==> src/rtl/pipeline.sv <==
// Three-stage 32-bit integer pipeline: IF/ID latch, decode with register read and
// EX-to-ID forwarding, then ALU execute with register-file writeback.
module pipeline (
    input  logic        Clk,
    input  logic        Reset,
    input  logic [31:0] InstrIn,
    input  logic        WriteEnable,
    output logic [31:0] ALUOut
);

    function automatic logic [31:0] alu(
        input logic        [2:0]  fn,
        input logic signed [31:0] a,
        input logic signed [31:0] b
    );
        logic [31:0] r;
        case (fn)
            3'd0:    r = a;
            3'd1:    r = ~a;
            3'd2:    r = a + b;
            3'd3:    r = a - b;
            3'd4:    r = a | b;
            3'd5:    r = a & b;
            3'd6:    r = (a < b) ? 32'd1 : 32'd0;
            default: r = 32'd0;
        endcase
        return r;
    endfunction

    logic [31:0]        regs_q [32];
    logic [31:0]        regs_d [32];

    logic [31:0]        instr_p0_q, instr_p0_d;
    logic               we_p0_q, we_p0_d;

    logic signed [31:0] a_p1_q, a_p1_d;
    logic signed [31:0] b_p1_q, b_p1_d;
    logic [2:0]         func_p1_q, func_p1_d;
    logic [4:0]         rd_p1_q, rd_p1_d;
    logic               vld_p1_q, vld_p1_d;
    logic               wr_p1_q, wr_p1_d;

    logic [31:0]        alu_out_p2_q, alu_out_p2_d;

    logic [5:0]         op_p0;
    logic [4:0]         rd_p0, rs_p0, rt_p0;
    logic [15:0]        imm_p0;
    logic signed [31:0] rs_val_p0, rt_val_p0;
    logic [31:0]        ex_res_p1;

    always_comb begin
        // IF/ID capture
        instr_p0_d = InstrIn;
        we_p0_d    = WriteEnable;

        // EX result; a decoded NOP always yields zero
        ex_res_p1 = vld_p1_q ? alu(func_p1_q, a_p1_q, b_p1_q) : 32'd0;

        // ID: field decode, register read with forwarding from the writing EX instruction
        op_p0  = instr_p0_q[31:26];
        rd_p0  = instr_p0_q[25:21];
        rs_p0  = instr_p0_q[20:16];
        rt_p0  = instr_p0_q[15:11];
        imm_p0 = instr_p0_q[15:0];

        rs_val_p0 = (wr_p1_q && (rd_p1_q == rs_p0)) ? ex_res_p1 : regs_q[rs_p0];
        rt_val_p0 = (wr_p1_q && (rd_p1_q == rt_p0)) ? ex_res_p1 : regs_q[rt_p0];

        vld_p1_d  = (op_p0[5:4] == 2'b01);
        wr_p1_d   = vld_p1_d && we_p0_q;
        func_p1_d = op_p0[2:0];
        rd_p1_d   = rd_p0;
        a_p1_d    = rs_val_p0;
        b_p1_d    = (op_p0[5:3] == 3'b011) ? {16'd0, imm_p0} : rt_val_p0;

        // EX: result register and writeback
        alu_out_p2_d = ex_res_p1;
        regs_d = regs_q;
        if (wr_p1_q) begin
            regs_d[rd_p1_q] = ex_res_p1;
        end
    end

    always_ff @(posedge Clk) begin
        if (Reset) begin
            instr_p0_q   <= '0;
            we_p0_q      <= 1'b0;
            a_p1_q       <= '0;
            b_p1_q       <= '0;
            func_p1_q    <= '0;
            rd_p1_q      <= '0;
            vld_p1_q     <= 1'b0;
            wr_p1_q      <= 1'b0;
            alu_out_p2_q <= '0;
            for (int i = 0; i < 32; i++) begin
                regs_q[i] <= '0;
            end
        end else begin
            instr_p0_q   <= instr_p0_d;
            we_p0_q      <= we_p0_d;
            a_p1_q       <= a_p1_d;
            b_p1_q       <= b_p1_d;
            func_p1_q    <= func_p1_d;
            rd_p1_q      <= rd_p1_d;
            vld_p1_q     <= vld_p1_d;
            wr_p1_q      <= wr_p1_d;
            alu_out_p2_q <= alu_out_p2_d;
            regs_q       <= regs_d;
        end
    end

    assign ALUOut = alu_out_p2_q;

endmodule

==> config.mk <==
export PLATFORM = sky130hd
export DESIGN_NAME = pipeline
export DESIGN_NICKNAME = d
export VERILOG_FILES = /design/src/rtl/pipeline.sv
export SDC_FILE = /design/constraint.sdc
export NUM_CORES = 2
export LEC_CHECK = 0
export CAP_MARGIN = 20
export CORE_ASPECT_RATIO = 1.25
export CORE_MARGIN = 2
export CORE_UTILIZATION = 45
export DETAILED_ROUTE_END_ITERATION = 10
export SYNTH_ARGS = -nofsm -noshare
export SYNTH_HDL_FRONTEND = slang
export SYNTH_SLANG_ARGS = --single-unit
==> constraint.sdc <==
create_clock -name Clk -period 8.03 [get_ports Clk]
set_clock_uncertainty 0.15 [all_clocks]
set_input_delay 1.606 -clock Clk [delete_from_list [all_inputs] [get_ports Clk]]
set_output_delay 1.606 -clock Clk [all_outputs]
set_load 0.02 [all_outputs]
==> run metrics <==
Clock Latency Late Sink=just under 800 ps; fill count=between 10,000 and 15,000; DIE WIDTH=332.7 µm; TNS Setup=0 ps; relative slew slack=0.2063; depth of the worst register-to-register path=13; Initial Util=0.4540; # DRC=0; Via Count=approximately 50,000; PwrDens=around 190 nW/µm²; total routed wirelength=about 220,000 µm; Pwr Total=12.45 mW; max-slew violation count=0; share of flip-flops with an asynchronous set or reset=0; WL/cell=around 28 µm; Startpoint Class=flip-flop; Pleak=~22 nW; Mapped Area=60,760 µm²; worst slew pin tran=~1200 ps; CP endpoint kind=flip-flop; Post-synth EDFFs=0; worst r2r src=a_p1_q[1]; row count=150; Top Ports=67; Synth area leader=dfxtp_1; H-tree Lvls=3; nets@finish=roughly 6,300; Hold Path Sink=func_p1_q[2]; Final setup viols=0; Mapped Cells=approximately 6,400; GRT Residual Overflow=0; sequential share of the synthesized area=0.3832; critical path class=reg -> reg; area added between synthesis and finish=9.988%; syn_area_per_cell=between 9 and 10 µm²; hold slack=between 200 and 300 ps; top-count cell post-synth=nand2_1; Clk Tree Root Cell=clkbuf_16; number of setup buffers added after CTS=0; placed cell area=approximately 63,000 µm²; global-route wire length before repair=between 300,000 and 400,000 µm; PortBufs=66; Hold Crit Class=reg -> reg; Max Cap Viol=0; largest net degree at the start of global routing=between 200 and 250; Arr. time, crit path=4990 ps; DR vias/cell=6.362; r2r setup slk=about 3400 ps; share of cells above drive strength 1=0.1796; Overall Global Routing Usage=0.3154; top cell type's share of synthesized area=0.3832; DRT Pass-1 Iters=6; RSZ-0062 raised after global routing=false; Synth Net Count=about 6,600; Post-CTS Resized=0; final hold violation count=0; Crit path required time=8420 ps; Hold Path Depth=1; hold_buf cts=0; Clock Path Buffers=3; Worst R2R End=a_p1_q[11]; fin util=0.4994; 1st-iter DRT viols=~6,100; Die Y=slightly above 400 µm; critical path startpoint=a_p1_q[1]; largest cells by area after synthesis=dfxtp_1, mux4_2, nand2_1, a21oi_1, nor2_1; gpl congestion=approximately 0.95; Routed Antenna Nets=0; initial antenna violation count=6; total CTS buffers=120; Ys Warns=0; clk sinks=around 1,200; core area=~130,000 µm²; die area=about 140,000 µm²; Final Cycle Share=0.5720; outcome=finished, final reports clean; clk slew on worst S/H paths=around 60 ps; Detailed Place HPWL=137,100 µm; Max Fclk=roughly 220 MHz; peak supply drop=roughly 0.20 mV; Synth Flop Type=dfxtp_1; CTS tree=done; number of global-route vias before repair=48,970; Worst Hold Launch=instr_p0_q[28]; Synth Register Bits=approximately 1,200; post-route minimum period=4593 ps; most instantiated cells after synthesis=nand2_1, dfxtp_1, a21oi_1, mux4_2, nor2_1; post-synth cell types=just over 90; Critical Path Fanout Max=34; post-route design area=between 60,000 and 70,000 µm²
==> through the flow <==
stage,setup slack (ps),cells
detailed placement,3205,7774
global placement,3245,7772
CTS,3465,7998
finish,3437,8001
global route,3185,8000
floorplan,4685,6420
==> cell families (layout without fill, tap and decap cells) <==
logic type,count (synthesis),in the layout,synth area share
AO/OA/AOI/OAI,1444,1444,0.1402
multiplexers,739,739,0.2537
XOR/XNOR,29,29,0.004181
AND/OR/NAND/NOR,2233,2233,0.1492
flip-flops,1163,1163,0.3832
other,0,1,0
buffers and inverters,707,539,0.04763
adder cells (fa/ha/maj),105,105,0.02187
==> critical path, stage by stage (launching register included) <==
cell and delay [ps]:
dfxtp_1 510, inv_1 90, ha_1 350, a211oi_1 220, o21bai_1 150, and3b_2 290, o41a_1 400, o31ai_1 290
xnor2_1 160, a21oi_1 190, nor2_2 220, buf_4 410, nor2_1 90, a211oi_1 820
==> sequential cells by signal (all words and copies together) (netlist names) <==
| signal | cells |
|---|---|
| ALUOut | 32 |
| a_p1_q | 32 |
| b_p1_q | 32 |
| func_p1_q | 3 |
| instr_p0_q | 32 |
| rd_p1_q | 5 |
| regs_q | 1024 |
| vld_p1_q | 1 |
| we_p0_q | 1 |
| wr_p1_q | 1 |
==> routing by layer <==
metal / GRT usage / vias up / wire, µm
met5: 0 / - / 22
met4: 0.2165 / 4 / 17020
met3: 0.05035 / 662 / 18900
met2: 0.4999 / 2616 / 103100
met1: 0.3960 / 25160 / 83050
li1: - / 22460 / -
==> how the worst max path moves through the flow <==
stage	end	slack, ps	cells after the start
6_report	a_p1_q[11]	3440	13
5_1_grt	a_p1_q[13]	3190	13
3_5_place_dp	a_p1_q[13]	3200	4
4_1_cts	a_p1_q[13]	3470	13
2_1_floorplan	a_p1_q[31]	4680	12
3_3_place_gp	a_p1_q[13]	3250	4
==> cell usage in the layout (no fill, tap or decap), types with 15 or more instances in the layout <==
| cell | Yosys | routed |
|---|---|---|
| o21ai_0 | 346 | 346 |
| nor2_1 | 605 | 551 |
| buf_4 | 6 | 140 |
| a22o_1 | 65 | 65 |
| a31oi_1 | 18 | 16 |
| mux2i_1 | 95 | 95 |
| xnor2_1 | 19 | 19 |
| nand2_1 | 1320 | 1320 |
| a211oi_1 | 89 | 87 |
| mux4_2 | 640 | 640 |
| o21bai_1 | 17 | 17 |
| nor2b_1 | 57 | 56 |
| nor2_2 | 4 | 51 |
| clkbuf_1 | 423 | 22 |
| o21ai_1 | 34 | 34 |
| dfxtp_1 | 1163 | 1151 |
| inv_1 | 94 | 94 |
| a22oi_1 | 32 | 32 |
| a21o_1 | 31 | 31 |
| nand3b_1 | 15 | 15 |
| a221o_1 | 33 | 33 |
| o31ai_1 | 18 | 18 |
| clkbuf_16 | 0 | 121 |
| o211ai_1 | 20 | 20 |
| clkdlybuf4s50_1 | 0 | 65 |
| nor3_1 | 82 | 82 |
| clkbuf_8 | 0 | 31 |
| ha_1 | 103 | 103 |
| a21oi_1 | 660 | 654 |
| nand3_1 | 46 | 45 |
| clkinv_2 | 0 | 26 |
| nor4_1 | 17 | 17 |
==> cell type report <==
cell class | count | area (µm²) | area share
flip-flops and latches | 1163 | 23320 | 0.3490
diodes | 1 | 2.502 | 0.00003745
repair buffers | 217 | 1936 | 0.02897
multi-input cells | 4550 | 34880 | 0.5219
clock buffers | 174 | 3537 | 0.05293
inverters | 98 | 367.9 | 0.005505
well taps | 1748 | 2187 | 0.03273
clock inverters | 50 | 593.1 | 0.008875
==> power by group <==
part | switching, mW | total, mW | internal (mW)
logic | 0.514 | 0.749 | 0.235
registers | 0.0482 | 5.83 | 5.78
clock network | 2.53 | 5.88 | 3.35
Note: power is estimated with default switching activity, not from simulation.
